`src/rtl/pipeline_hazard_ctrl_pkg.sv`:
```
// Shared types and default sizes for the pipeline stall/flush sequencer.
package pipe_ctrl_pkg;

    localparam int REG_ADDR_W_DEF  = 4;
    localparam int MEM_TIMEOUT_DEF = 15;
    localparam int CNT_W_DEF       = 16;

    // Sequencer states: normal issue, frozen on data memory, dead after timeout.
    typedef enum logic [1:0] {
        RUN      = 2'd0,
        MEM_WAIT = 2'd1,
        HALT     = 2'd2
    } state_e;

endpackage

```
`src/rtl/pipeline_hazard_ctrl_if.sv`:
```
// Hazard inputs from the pipeline stages and control/status outputs of the sequencer.
interface pipeline_hazard_ctrl_if
    import pipe_ctrl_pkg::*;
#(
    parameter int REG_ADDR_W = REG_ADDR_W_DEF,
    parameter int CNT_W      = CNT_W_DEF
) ();

    logic [REG_ADDR_W-1:0] id_rs1;
    logic [REG_ADDR_W-1:0] id_rs2;
    logic [REG_ADDR_W-1:0] ex_rd;
    logic                  ex_MemRead;
    logic                  ex_branch_taken;
    logic                  mem_req;
    logic                  mem_ready;

    logic                  pc_en;
    logic                  if_id_en;
    logic                  id_ex_en;
    logic                  ex_mem_en;
    logic                  if_id_flush;
    logic                  id_ex_flush;
    logic                  mem_wb_bubble;
    logic                  halted;
    logic [CNT_W-1:0]      stall_cycles;
    logic [CNT_W-1:0]      flush_events;

    // Pipeline side: reports hazards, receives enables/flushes.
    modport master (
        output id_rs1, id_rs2, ex_rd, ex_MemRead, ex_branch_taken, mem_req, mem_ready,
        input  pc_en, if_id_en, id_ex_en, ex_mem_en, if_id_flush, id_ex_flush,
               mem_wb_bubble, halted, stall_cycles, flush_events
    );

    // Sequencer side.
    modport slave (
        input  id_rs1, id_rs2, ex_rd, ex_MemRead, ex_branch_taken, mem_req, mem_ready,
        output pc_en, if_id_en, id_ex_en, ex_mem_en, if_id_flush, id_ex_flush,
               mem_wb_bubble, halted, stall_cycles, flush_events
    );

endinterface

```
`src/rtl/pipeline_hazard_ctrl_hazard_detect.sv`:
```
// Combinational load-use detector: a load in EX whose destination feeds the
// instruction in ID. Register 0 is hardwired, so it never creates a hazard.
module hazard_detect
    import pipe_ctrl_pkg::*;
#(
    parameter int REG_ADDR_W = REG_ADDR_W_DEF
) (
    input  logic [REG_ADDR_W-1:0] id_rs1,
    input  logic [REG_ADDR_W-1:0] id_rs2,
    input  logic [REG_ADDR_W-1:0] ex_rd,
    input  logic                  ex_MemRead,
    output logic                  load_use
);

    logic rd_nonzero_s;
    logic src_match_s;

    assign rd_nonzero_s = (ex_rd != {REG_ADDR_W{1'b0}});
    assign src_match_s  = (ex_rd == id_rs1) || (ex_rd == id_rs2);
    assign load_use     = ex_MemRead && rd_nonzero_s && src_match_s;

endmodule

```
`src/rtl/pipeline_hazard_ctrl.sv`:
```
// Central stall/flush sequencer for the five-stage pipeline. Control outputs
// are decoded from the state and the current-cycle hazard inputs.
module pipeline_hazard_ctrl
    import pipe_ctrl_pkg::*;
#(
    parameter int REG_ADDR_W  = REG_ADDR_W_DEF,
    parameter int MEM_TIMEOUT = MEM_TIMEOUT_DEF,
    parameter int CNT_W       = CNT_W_DEF
) (
    input  logic                  clk,
    input  logic                  reset,
    pipeline_hazard_ctrl_if.slave bus
);

    localparam int                WAIT_W    = $clog2(MEM_TIMEOUT + 1);
    localparam logic [WAIT_W-1:0] WAIT_LAST = WAIT_W'(MEM_TIMEOUT - 1);
    localparam logic [CNT_W-1:0]  CNT_MAX   = {CNT_W{1'b1}};

    // Saturating increment for the performance counters.
    function automatic logic [CNT_W-1:0] sat_inc(input logic [CNT_W-1:0] v);
        return (v == CNT_MAX) ? v : v + CNT_W'(1);
    endfunction

    state_e            state_r;
    state_e            next_state_s;
    logic [WAIT_W-1:0] wait_cnt_r;
    logic [CNT_W-1:0]  stall_cnt_r;
    logic [CNT_W-1:0]  flush_cnt_r;

    logic load_use_s;
    logic frozen_s;
    logic branch_act_s;

    logic pc_en_s;
    logic if_id_en_s;
    logic id_ex_en_s;
    logic ex_mem_en_s;
    logic if_id_flush_s;
    logic id_ex_flush_s;
    logic mem_wb_bubble_s;

    hazard_detect #(
        .REG_ADDR_W (REG_ADDR_W)
    ) u_hazard_detect (
        .id_rs1     (bus.id_rs1),
        .id_rs2     (bus.id_rs2),
        .ex_rd      (bus.ex_rd),
        .ex_MemRead (bus.ex_MemRead),
        .load_use   (load_use_s)
    );

    // MEM is held while waiting, so mem_req is implied once in MEM_WAIT.
    assign frozen_s = ((state_r == RUN) && bus.mem_req && !bus.mem_ready) ||
                      ((state_r == MEM_WAIT) && !bus.mem_ready);

    assign branch_act_s = !reset && (state_r != HALT) && !frozen_s && bus.ex_branch_taken;

    // State register.
    always_ff @(posedge clk) begin
        if (reset) begin
            state_r <= RUN;
        end else begin
            state_r <= next_state_s;
        end
    end

    // Next-state decode; release beats timeout when mem_ready lands on the last wait cycle.
    always_comb begin
        next_state_s = state_r;
        case (state_r)
            RUN: begin
                if (bus.mem_req && !bus.mem_ready) begin
                    next_state_s = MEM_WAIT;
                end else begin
                    next_state_s = RUN;
                end
            end
            MEM_WAIT: begin
                if (bus.mem_ready) begin
                    next_state_s = RUN;
                end else if (wait_cnt_r == WAIT_LAST) begin
                    next_state_s = HALT;
                end else begin
                    next_state_s = MEM_WAIT;
                end
            end
            HALT:    next_state_s = HALT;
            default: next_state_s = RUN;
        endcase
    end

    // Segment enable/flush decode in priority order: reset, halt, memory freeze, branch, load-use.
    always_comb begin
        pc_en_s         = 1'b1;
        if_id_en_s      = 1'b1;
        id_ex_en_s      = 1'b1;
        ex_mem_en_s     = 1'b1;
        if_id_flush_s   = 1'b0;
        id_ex_flush_s   = 1'b0;
        mem_wb_bubble_s = 1'b0;
        if (reset) begin
            pc_en_s         = 1'b0;
            if_id_flush_s   = 1'b1;
            id_ex_flush_s   = 1'b1;
            mem_wb_bubble_s = 1'b1;
        end else if ((state_r == HALT) || frozen_s) begin
            pc_en_s         = 1'b0;
            if_id_en_s      = 1'b0;
            id_ex_en_s      = 1'b0;
            ex_mem_en_s     = 1'b0;
            mem_wb_bubble_s = 1'b1;
        end else if (bus.ex_branch_taken) begin
            if_id_flush_s = 1'b1;
            id_ex_flush_s = 1'b1;
        end else if (load_use_s) begin
            pc_en_s       = 1'b0;
            if_id_en_s    = 1'b0;
            id_ex_flush_s = 1'b1;
        end else begin
            pc_en_s = 1'b1;
        end
    end

    // Wait counter: zero while running, counts unanswered MEM_WAIT cycles.
    always_ff @(posedge clk) begin
        if (reset) begin
            wait_cnt_r <= {WAIT_W{1'b0}};
        end else if (state_r == RUN) begin
            wait_cnt_r <= {WAIT_W{1'b0}};
        end else if ((state_r == MEM_WAIT) && !bus.mem_ready) begin
            wait_cnt_r <= wait_cnt_r + WAIT_W'(1);
        end else begin
            wait_cnt_r <= wait_cnt_r;
        end
    end

    // Stall counter: every non-reset cycle with the PC held, halt included.
    always_ff @(posedge clk) begin
        if (reset) begin
            stall_cnt_r <= {CNT_W{1'b0}};
        end else if (!pc_en_s) begin
            stall_cnt_r <= sat_inc(stall_cnt_r);
        end else begin
            stall_cnt_r <= stall_cnt_r;
        end
    end

    // Flush counter: taken branches that were actually acted on.
    always_ff @(posedge clk) begin
        if (reset) begin
            flush_cnt_r <= {CNT_W{1'b0}};
        end else if (branch_act_s) begin
            flush_cnt_r <= sat_inc(flush_cnt_r);
        end else begin
            flush_cnt_r <= flush_cnt_r;
        end
    end

    assign bus.pc_en         = pc_en_s;
    assign bus.if_id_en      = if_id_en_s;
    assign bus.id_ex_en      = id_ex_en_s;
    assign bus.ex_mem_en     = ex_mem_en_s;
    assign bus.if_id_flush   = if_id_flush_s;
    assign bus.id_ex_flush   = id_ex_flush_s;
    assign bus.mem_wb_bubble = mem_wb_bubble_s;
    assign bus.halted        = (state_r == HALT);
    assign bus.stall_cycles  = stall_cnt_r;
    assign bus.flush_events  = flush_cnt_r;

endmodule

```
`src/flat_wrapper.sv`:
```
// flat-port wrapper written by rule: the top's interface ports become plain ports
module pipeline_hazard_ctrl_flat import pipe_ctrl_pkg::*;
#(
    parameter int REG_ADDR_W  = REG_ADDR_W_DEF,
    parameter int MEM_TIMEOUT = MEM_TIMEOUT_DEF,
    parameter int CNT_W       = CNT_W_DEF
)
  (clk, reset, bus_id_rs1, bus_id_rs2, bus_ex_rd, bus_ex_MemRead, bus_ex_branch_taken, bus_mem_req, bus_mem_ready, bus_pc_en, bus_if_id_en, bus_id_ex_en, bus_ex_mem_en, bus_if_id_flush, bus_id_ex_flush, bus_mem_wb_bubble, bus_halted, bus_stall_cycles, bus_flush_events);
  pipeline_hazard_ctrl_if #(.REG_ADDR_W(REG_ADDR_W), .CNT_W(CNT_W)) bus_i ();
  input  logic clk;
  input  logic reset;
  input wire logic [$bits(bus_i.id_rs1)-1:0] bus_id_rs1;
  input wire logic [$bits(bus_i.id_rs2)-1:0] bus_id_rs2;
  input wire logic [$bits(bus_i.ex_rd)-1:0] bus_ex_rd;
  input wire logic [$bits(bus_i.ex_MemRead)-1:0] bus_ex_MemRead;
  input wire logic [$bits(bus_i.ex_branch_taken)-1:0] bus_ex_branch_taken;
  input wire logic [$bits(bus_i.mem_req)-1:0] bus_mem_req;
  input wire logic [$bits(bus_i.mem_ready)-1:0] bus_mem_ready;
  output wire logic [$bits(bus_i.pc_en)-1:0] bus_pc_en;
  output wire logic [$bits(bus_i.if_id_en)-1:0] bus_if_id_en;
  output wire logic [$bits(bus_i.id_ex_en)-1:0] bus_id_ex_en;
  output wire logic [$bits(bus_i.ex_mem_en)-1:0] bus_ex_mem_en;
  output wire logic [$bits(bus_i.if_id_flush)-1:0] bus_if_id_flush;
  output wire logic [$bits(bus_i.id_ex_flush)-1:0] bus_id_ex_flush;
  output wire logic [$bits(bus_i.mem_wb_bubble)-1:0] bus_mem_wb_bubble;
  output wire logic [$bits(bus_i.halted)-1:0] bus_halted;
  output wire logic [$bits(bus_i.stall_cycles)-1:0] bus_stall_cycles;
  output wire logic [$bits(bus_i.flush_events)-1:0] bus_flush_events;
  assign bus_i.id_rs1 = bus_id_rs1;
  assign bus_i.id_rs2 = bus_id_rs2;
  assign bus_i.ex_rd = bus_ex_rd;
  assign bus_i.ex_MemRead = bus_ex_MemRead;
  assign bus_i.ex_branch_taken = bus_ex_branch_taken;
  assign bus_i.mem_req = bus_mem_req;
  assign bus_i.mem_ready = bus_mem_ready;
  assign bus_pc_en = bus_i.pc_en;
  assign bus_if_id_en = bus_i.if_id_en;
  assign bus_id_ex_en = bus_i.id_ex_en;
  assign bus_ex_mem_en = bus_i.ex_mem_en;
  assign bus_if_id_flush = bus_i.if_id_flush;
  assign bus_id_ex_flush = bus_i.id_ex_flush;
  assign bus_mem_wb_bubble = bus_i.mem_wb_bubble;
  assign bus_halted = bus_i.halted;
  assign bus_stall_cycles = bus_i.stall_cycles;
  assign bus_flush_events = bus_i.flush_events;
  pipeline_hazard_ctrl #(.REG_ADDR_W(REG_ADDR_W), .MEM_TIMEOUT(MEM_TIMEOUT), .CNT_W(CNT_W)) u_core (.clk(clk), .reset(reset), .bus(bus_i));
endmodule
```
`config.mk`:
```
export PLATFORM = sky130hd
export DESIGN_NAME = pipeline_hazard_ctrl_flat
export DESIGN_NICKNAME = d
export VERILOG_FILES = /design/src/rtl/pipeline_hazard_ctrl_pkg.sv /design/src/rtl/pipeline_hazard_ctrl_if.sv /design/src/rtl/pipeline_hazard_ctrl_hazard_detect.sv /design/src/rtl/pipeline_hazard_ctrl.sv /design/src/flat_wrapper.sv
export SDC_FILE = /design/constraint.sdc
export NUM_CORES = 1
export LEC_CHECK = 0
export ABC_AREA = 1
export BUFFER_PORTS_ARGS = -buffer_cell sky130_fd_sc_hd__buf_2
export CAP_MARGIN = 40
export CELL_PAD_IN_SITES_DETAIL_PLACEMENT = 1
export CELL_PAD_IN_SITES_GLOBAL_PLACEMENT = 1
export CORE_MARGIN = 3
export CORE_UTILIZATION = 39
export DETAILED_ROUTE_END_ITERATION = 12
export GPL_TIMING_DRIVEN = 0
export MAX_ROUTING_LAYER = met4
export PLACE_DENSITY_LB_ADDON = 0.1
export SYNTH_ARGS = -nofsm -noshare
export SYNTH_HDL_FRONTEND = slang
export SYNTH_SLANG_ARGS = --single-unit
```
`constraint.sdc`:
```
create_clock -name clk -period 2.6 [get_ports clk]
set_input_delay 0.52 -clock clk [delete_from_list [all_inputs] [get_ports clk]]
set_output_delay 0.52 -clock clk [all_outputs]
set_load 0.05 [all_outputs]
```
== After elaboration in Yosys (flattened, before gate mapping) ==
Cells that the tools add are included.

* Flip-flop bits (word level): 38
* Input port bits: 18
* Word-level logic and storage cells: 58

* Add/sub/neg operators: 3
* Equality and inequality tests: 8
* Mux-type cells: 20
* Bitwise operators: 3
* Reduce and logical (&&, ||, !) cells: 20

{| class="wikitable"
|+ Operators by type and width
! operator !! number
|-
| $add 16x1->16 const B || 2
|-
| $eq 16x16->1 const B || 2
|-
| $mux 1 || 17
|-
| $logic_and 1x1->1 || 9
|-
| $eq 4x4->1 || 2
|-
| $pmux 2 s3 || 1
|-
| $add 4x1->4 const B || 1
|-
| $eq 4x4->1 const B || 1
|-
| $mux 2 || 2
|-
| $reduce_and 2->1 || 2
|-
| $reduce_bool 4->1 || 1
|-
| $logic_not 1->1 || 3
|-
| $logic_or 1x1->1 || 3
|-
| $not 1->1 || 3
|-
| $eq 2x1->1 const B || 1
|-
| $eq 2x2->1 const B || 1
|-
| $logic_not 2->1 || 1
|-
| $ne 2x2->1 const B || 1
|-
| $reduce_or 2->1 || 1
|}

== Longest topological paths before layout ==
Gate-level depths: netlist of run 1.

* Depth after elaboration: 9
* Depth in mapped cells: 12
* Depth with buffers taken out: 12

== Cells and area by module ==
Synthesis of run 1 repeated with hierarchy kept, for this count alone.

* Cells, all modules: 381
* Area total of the unflattened synthesis: 2,392.3 µm²

{| class="wikitable"
|+ Modules (own cells, without submodules)
! module !! times used !! cells an instance !! area each (µm²) !! sequential area each (µm²)
|-
| pipeline_hazard_ctrl || 1 || 336 || 2,212.1 || 760.7
|-
| hazard_detect || 1 || 45 || 180.2 || 0.0
|}

== Least setup slack after synthesis of run 1 ==
Ideal clock, no wire load.

* Path type: input to output
* Start point: input bus_mem_req
* End point: output bus_id_ex_flush
* Data arrival time: 1.699 ns
* Data required time: 2.080 ns
* Setup slack: 0.381 ns
* Stages on the path: 5
* Path buffers: 0
* Cell sequence: o21ai_0 nand2_1 nand2_1 o21ai_0 nand2_1

* Cells in the longest elaborated chain, start to end: 6

{| class="wikitable"
|+ RTL lines
! what !! line !! text
|-
| start: declaration || flat_wrapper.sv:17 || <nowiki>input wire logic [$bits(bus_i.mem_req)-1:0] bus_mem_req;</nowiki>
|-
| $logic_and 1x1->1 (2 in a row) || pipeline_hazard_ctrl.sv:53 || <nowiki>assign frozen_s = ((state_r == RUN) && bus.mem_req && !bus.mem_ready) ||</nowiki>
|-
| $logic_or 1x1->1 || pipeline_hazard_ctrl.sv:53 ||
|-
| $logic_or 1x1->1 || pipeline_hazard_ctrl.sv:106 || <nowiki>end else if ((state_r == HALT) || frozen_s) begin</nowiki>
|-
| $mux 1 || pipeline_hazard_ctrl.sv:106 ||
|-
| $mux 1 || pipeline_hazard_ctrl.sv:101 || <nowiki>if (reset) begin</nowiki>
|-
| end: declaration || flat_wrapper.sv:24 || <nowiki>output wire logic [$bits(bus_i.id_ex_flush)-1:0] bus_id_ex_flush;</nowiki>
|}

No other way between the ends.

== Worst setup path after layout of run 1 ==
* Start point: input bus_ex_rd[2]
* End point: output bus_if_id_en

* Cells in the longest elaborated chain, start to end: 7
* Elaborated cells between the ends (all ways): 10
* Those cells by class: eq/ne (2); mux (4); reduce/logical (4)

{| class="wikitable"
|+ RTL lines
! what !! line !! text
|-
| start: declaration || flat_wrapper.sv:14 || <nowiki>input wire logic [$bits(bus_i.ex_rd)-1:0] bus_ex_rd;</nowiki>
|-
| $eq 4x4->1 / $reduce_bool 4->1 (equally long branches) || pipeline_hazard_ctrl_hazard_detect.sv:19, pipeline_hazard_ctrl_hazard_detect.sv:18 ||
|-
| $logic_or 1x1->1 / $logic_and 1x1->1 (equally long branches) || pipeline_hazard_ctrl_hazard_detect.sv:19, pipeline_hazard_ctrl_hazard_detect.sv:20 ||
|-
| $logic_and 1x1->1 (*) || pipeline_hazard_ctrl_hazard_detect.sv:20 || <nowiki>assign load_use = ex_MemRead && rd_nonzero_s && src_match_s;</nowiki>
|-
| $mux 1 (*) || pipeline_hazard_ctrl.sv:115 || <nowiki>end else if (load_use_s) begin</nowiki>
|-
| $mux 1 (*) || pipeline_hazard_ctrl.sv:112 || <nowiki>end else if (bus.ex_branch_taken) begin</nowiki>
|-
| $mux 1 (*) || pipeline_hazard_ctrl.sv:106 ||
|-
| $mux 1 (*) || pipeline_hazard_ctrl.sv:101 ||
|-
| end: declaration || flat_wrapper.sv:20 || <nowiki>output wire logic [$bits(bus_i.if_id_en)-1:0] bus_if_id_en;</nowiki>
|}

Every way passes the cells marked *; elsewhere a longest branch is shown, timed or not.

==> qor.txt, run 1 <==
status = complete, no violations
depth of the CTS H-tree = 2
DIE AREA = 0.00695 sq mm
DR iter-0 viols = 63
Seq pwr share = 51.0%
Num CTS Buffers = 5
leading cell type in the layout, fill and taps excluded = nand2_1
CP max stage delay = 0.22 ns
CTS clk-pin slew, worst paths = 0.07 ns
Routed WL = 6.43 mm
layout cells sized above 1 = 19.0%
Worst setup SP type = primary input
Psw = 350 uW
Design Area, Final = 0.00279 sq mm
Fin Setup TNS = 0 ns
port bufs = 57
Yosys warnings = 0
CP max FO = 10
crit-path cells = buf_2, inv_1, nand2_1, nand2_1, nor2_1, nand2_1, nand2_1, nand3_1, nand2_2, buf_4, nand2_1, buf_2
ANT cells = 0
vias in the first global route = 2,554
total number of vias = 2,565
Hold-fix buffers, CTS = 0
Crit-path slowest cell = buf_2
final setup vio count = 0
FILL cells = 836
post-synthesis cell count = 378
CP top delay family = simple AND/OR/NAND/NOR gates
Hold Path Class = reg -> reg
Layout Nets = 464
CTS sink count = 38
Placed Cells incl. Taps = 507
Pint = 822 uW
Via density = 4.99
Synth cell types = 29
critical path class = in -> out
Root Buffer = clkbuf_8
Hold Vio Cnt, Final = 0
Routed WL per cell = 12.5 microns
# IOs = 58
Worst slew margin = 60.6%
WHS = 0.475 ns
Vert. Die Dim = 83.4 microns
initial antenna violation count = 0
Worst Setup SP = bus_ex_rd[2]
post-CTS setup buffer count = 0
syn nets = 400
WP data required = 2.08 ns
global-route wire length before repair = 11.1 mm
Main synth FF type = dfxtp_1
CTS tree = yes
core area = 0.00564 sq mm
PD cells = 420 mW/mm^2
worst vdd ir = 0.000242 V
DR pass1 iterations = 6
fin cells = 514
# Max-Cap Violations = 0
worst path buffer plus inverter count = 4
Synth Register Bits = 38
Layout area overhead = 19.5%
initial core utilization = 41.4%
Leak = 1.35 nW
most frequent cells in the layout = nand2_1, buf_2, inv_1
Final Max Tran Viols = 0
CP arrival = 1.81 ns
RSZ-0062 raised after global routing = false
area of placed instances = 0.00271 sq mm
switching share of power = 29.9%
syn_area_per_cell = 6.18 sq um
CP most frequent cell = nand2_1
reg-to-reg startpoint = u_core.bus.stall_cycles[0]
final core occ = 49.4%
clk_lat worst skew = 0.29 ns
Comb pwr share = 15.8%
Clock power frac = 33.2%
Worst Tran Pin Value = 0.592 ns
DP HPWL = 5.06 mm
grt ovf = 0
Post-DRT Antenna Nets = 0
Final min period = 2.33 ns
largest net degree at the start of global routing = 12
Remaining DRCs = 0
period utilization = 89.5%
worst hold start = u_core.wait_cnt_r[3]
skew final = 0.00590 ns
Total GRT Usage = 19.5%
cts repair resizes = 0
Die X-Extent = 83.4 microns
fmax = 0.430 GHz
nature of the critical path endpoint = output port
GPL Wtd Cong = 0.871
Site Rows = 27
sequential-to-total area share from yosys stat = 32.6%
asr flop ratio synth = 0%
Max Root-Sink Buffers = 2
EDFF count, synth = 0
post-synth design cell area = 0.00233 sq mm
-- registers in the layout, indices dropped and copies added (netlist names) --
signal,count
u_core.state_r,2
u_core.bus.stall_cycles,16
u_core.wait_cnt_r,4
u_core.bus.flush_events,16
-- per-stage QoR --
stage	setup slack, ns	power, mW
after floorplan	0.381	0.741
after global placement	0.291	0.795
after detailed placement	0.251	0.799
after CTS	0.244	1.19
after global routing	0.0748	1.23
final	0.272	1.17
-- worst min-delay path, stage by stage (launching register included) --
cell and delay (ns):
dfxtp_1 0.31, inv_1 0.06, a21oi_1 0.05
-- path summary, 6_finish.rpt --
| kind | endpoint | slack, ns | depth (start not counted) |
|---|---|---|---|
| worst max register to register | u_core.bus.stall_cycles[8] | 0.73 | 11 |
| worst min register to register | u_core.wait_cnt_r[3] | 0.48 | 2 |
| worst min-delay path | u_core.wait_cnt_r[3] | 0.48 | 2 |
| worst max-delay path | bus_if_id_en | 0.27 | 12 |
-- final cells by class --
class                      instances  area, sq um  share of cell area [%]
clock buffer                       5         68.8                    2.47
buffer                             8         53.8                    1.93
inverter                          54          208                    7.45
timing repair buffer              57          285                    10.2
tap                               72         90.1                    3.23
sequential                        38          761                    27.3
multi-input combinational        278         1310                    47.1
clock inverter                     2         10.0                   0.359
-- Yosys cell counts, types with 4 or more instances --
cell type    n  area share [%]
ha_1         4             2.1
nor3_1      10             2.1
nand3_1     33             7.1
nand2_1    113              18
nand4_1      9             2.4
dfxtp_1     38              33
a21oi_1     27             5.8
inv_1       52             8.4
o21ai_0     10             2.1
nor2_1      51             8.2
-- logic make-up (layout without fill, tap and decap cells) --
family | count (synthesis) | count (layout) | synth area share [%]
and+or+nand+nor | 228 | 228 | 42.8
buffers and inverters | 62 | 126 | 11.2
AOI/OAI and AO/OA | 41 | 41 | 9.38
DFF | 38 | 38 | 32.6
xor gates and xnor gates | 5 | 5 | 1.88
adders and majority gates | 4 | 4 | 2.14
-- metal layers --
metal / wire length (microns) / GRT usage [%] / part of all wire (%)
met1: 2860 / 22.1 / 45
met2: 3210 / 34.4 / 50
met3: 230 / 2.98 / 3.6
met4: 121 / 7.28 / 1.9
met5: 0 / - / 0
-- power by group through the flow --
stage                     sequential, mW  clock (mW)  combinational [mW]
after floorplan                    0.631           0               0.110
after global placement             0.611           0               0.184
after detailed placement           0.611           0               0.188
after CTS                          0.598       0.404               0.188
after global routing               0.599       0.427               0.204
final                              0.598       0.389               0.185
Power figures use the tool's default switching activity.
==> run 2, diff against run 1 <==
--- a/config.mk
+++ b/config.mk
@@ -5,13 +5,12 @@
 export SDC_FILE = /design/constraint.sdc
 export NUM_CORES = 1
 export LEC_CHECK = 0
-export ABC_AREA = 1
 export BUFFER_PORTS_ARGS = -buffer_cell sky130_fd_sc_hd__buf_2
 export CAP_MARGIN = 40
 export CELL_PAD_IN_SITES_DETAIL_PLACEMENT = 1
 export CELL_PAD_IN_SITES_GLOBAL_PLACEMENT = 1
 export CORE_MARGIN = 3
-export CORE_UTILIZATION = 39
+export CORE_UTILIZATION = 40
 export DETAILED_ROUTE_END_ITERATION = 12
 export GPL_TIMING_DRIVEN = 0
 export MAX_ROUTING_LAYER = met4
==> qor.txt, run 2 <==
Num CTS Buffers = 5 (unchanged)
DP HPWL = 4.24 mm (-16%)
Main synth FF type = dfxtp_1
Max Root-Sink Buffers = 2 (unchanged)
worst vdd ir = 0.000251 V (+3.8%)
syn nets = 264 (-34%)
post-synthesis cell count = 242 (-36%)
Vert. Die Dim = 77.0 microns (-7.7%)
ANT cells = 0 (unchanged)
Psw = 343 uW (-2.0%)
# IOs = 58 (unchanged)
CTS tree = yes
Layout area overhead = 23.0%
Yosys warnings = 0 (unchanged)
clk_lat worst skew = 0.29 ns (about the same)
post-CTS setup buffer count = 0 (unchanged)
Layout Nets = 328 (-29%)
total number of vias = 2,006 (-22%)
EDFF count, synth = 0 (unchanged)
Pint = 849 uW (+3.2%)
CP arrival = 1.87 ns (+0.06 ns)
CTS sink count = 38 (unchanged)
Remaining DRCs = 0 (unchanged)
Die X-Extent = 77.0 microns (-7.7%)
list of most frequent post-synthesis cells = dfxtp_1, nor2_1, a21oi_1, nand2_1, xor2_1
leading cell type in the layout, fill and taps excluded = buf_2
grt ovf = 0 (unchanged)
nature of the critical path endpoint = output port
GPL Wtd Cong = 0.767 (-12%)
Hold Path Class = reg -> reg
final setup vio count = 0 (unchanged)
Final Max Tran Viols = 0 (unchanged)
DR iter-0 viols = 64 (+1.6%)
post-synth top area share = 37.7% (+5.2 points)
initial core utilization = 42.1% (+0.73 points)
initial antenna violation count = 0 (unchanged)
WP data required = 2.08 ns (about the same)
syn_area_per_cell = 8.33 sq um (+35%)
critical path class = reg -> out
fin cells = 374 (-27%)
period utilization = 91.7% (+2.2 points)
# Max-Cap Violations = 0 (unchanged)
CP max FO = 8 (-2)
depth of the CTS H-tree = 2 (unchanged)
Total GRT Usage = 20.6% (+1.1 points)
Comb pwr share = 13.4% (-2.4 points)
Clock power frac = 36.3% (+3.1 points)
Seq pwr share = 50.3% (-0.7 points)
fmax = 0.419 GHz (-2.4%)
Synth cell types = 47 (+62%)
Via density = 5.36 (+7.5%)
Hold-fix buffers, CTS = 0 (unchanged)
post-synth design cell area = 0.00202 sq mm (-14%)
skew final = 0.00421 ns (-0.00169 ns)
Synth Register Bits = 38 (unchanged)
RSZ-0062 raised after global routing = false
port bufs = 57 (unchanged)
DIE AREA = 0.00593 sq mm (-15%)
most frequent cells in the layout = buf_2, dfxtp_1, nor2_1
Post-DRT Antenna Nets = 0 (unchanged)
Worst setup SP type = register
Routed WL per cell = 15.1 microns (+21%)
switching share of power = 28.8% (-1.1 points)
Worst Tran Pin Value = 0.513 ns (-0.0789 ns)
sequential-to-total area share from yosys stat = 37.7% (+5.2 points)
largest cells by area after synthesis = dfxtp_1, nor2_1, xor2_1
PD cells = 481 mW/mm^2 (+14%)
CTS clk-pin slew, worst paths = 0.08 ns (about the same)
area leader, netlist = dfxtp_1
Routed WL = 5.65 mm (-12%)
DR pass1 iterations = 4 (-2)
vias in the first global route = 2,029 (-21%)
final core occ = 51.8% (+2.4 points)
status = complete, no violations
global-route wire length before repair = 9.70 mm (-13%)
Worst slew margin = 65.8% (+5.3 points)
most instantiated library cell after synthesis = dfxtp_1
cts repair resizes = 0 (unchanged)
Hold Vio Cnt, Final = 0 (unchanged)
asr flop ratio synth = 0% (unchanged)
core area = 0.00479 sq mm (-15%)
Root Buffer = clkbuf_8
layout cells sized above 1 = 24.8% (+5.8 points)
Placed Cells incl. Taps = 366 (-28%)
largest net degree at the start of global routing = 13 (+1)
Final min period = 2.39 ns (+0.0569 ns)
Leak = 1.04 nW (-23%)
Site Rows = 25 (-7.4%)
Fin Setup TNS = 0 ns (unchanged)
==> run 2: cell types whose count changed in the layout (fill, tap and decap cells not counted), sizes merged, moves of 6 or more <==
cell / previous run / this run
nand2: 118 / 17
xnor2: 2 / 9
or3: 0 / 6
inv: 54 / 8
xor2: 3 / 13
nor2: 53 / 33
and3: 0 / 7
nor3: 11 / 5
nand3: 33 / 9
a21oi: 30 / 19
==> run 2: layout make-up <==
class                           count  area [sq um]
Clock buffer                        6          82.6
Fill cell                         626          2310
Sequential cell                    38           761
Inverter                            8          30.0
Tap cell                           67          83.8
Multi-Input combinational cell    190          1200
Timing Repair Buffer               57           285
Buffer                              6          27.5
Clock inverter                      2          12.5
==> run 2: worst paths after layout <==
path | start | slack, ns | cells past startpoint | to
max | u_core.state_r[0] | 0.21 | 5 | bus_pc_en
min | u_core.bus.stall_cycles[10] | 0.49 | 2 | u_core.bus.stall_cycles[10]
max reg2reg | u_core.bus.stall_cycles[0] | 0.47 | 6 | u_core.bus.stall_cycles[13]
min reg2reg | u_core.bus.stall_cycles[10] | 0.49 | 2 | u_core.bus.stall_cycles[10]
==> run 2: per-stage QoR <==
stage / cell area (sq um) / power [mW] / worst slack [ns] / hold slack, ns
2_1_floorplan: 2020 / 0.719 / 0.387 / 0.472
3_3_place_gp: 2380 / 0.769 / 0.254 / 0.484
3_5_place_dp: 2380 / 0.773 / 0.260 / 0.488
4_1_cts: 2480 / 1.20 / 0.188 / 0.502
5_1_grt: 2480 / 1.25 / 0.0474 / 0.535
6_report: 2480 / 1.19 / 0.215 / 0.495
==> run 2: kinds of logic (layout without fill, tap and decap cells) <==
kind of cell,count (synthesis),count (layout),synth area share [%]
simple gates,111,111,29.5
compound gates,49,49,15.7
flops,38,38,37.7
xor+xnor,22,22,9.56
buf+inv,14,79,2.86
fa+ha+maj,4,4,2.48
mux,4,4,2.11
==> run 2: per-layer routing <==
layer	vias to the layer above	global-route usage [%]	wire, microns
met5	-	-	0
met4	0	5.34	27
met3	4	3.87	226
met2	36	36.4	2960
met1	971	24.0	2430
li1	995	-	-
==> run 2: worst max-delay path: stages, from the launching register on <==
cell and delay (ns):
dfxtp_1 0.37, o21bai_1 0.27, o21a_1 0.30, and2_1 0.23, and2_1 0.15, buf_2 0.26
==> run 2: power groups by stage <==
| stage | sequential [mW] | clock [mW] | combinational [mW] |
|---|---|---|---|
| after global placement | 0.613 | 0 | 0.156 |
| final | 0.599 | 0.433 | 0.159 |
| after floorplan | 0.627 | 0 | 0.0917 |
| after global routing | 0.601 | 0.473 | 0.174 |
| after detailed placement | 0.613 | 0 | 0.160 |
| after CTS | 0.599 | 0.444 | 0.161 |
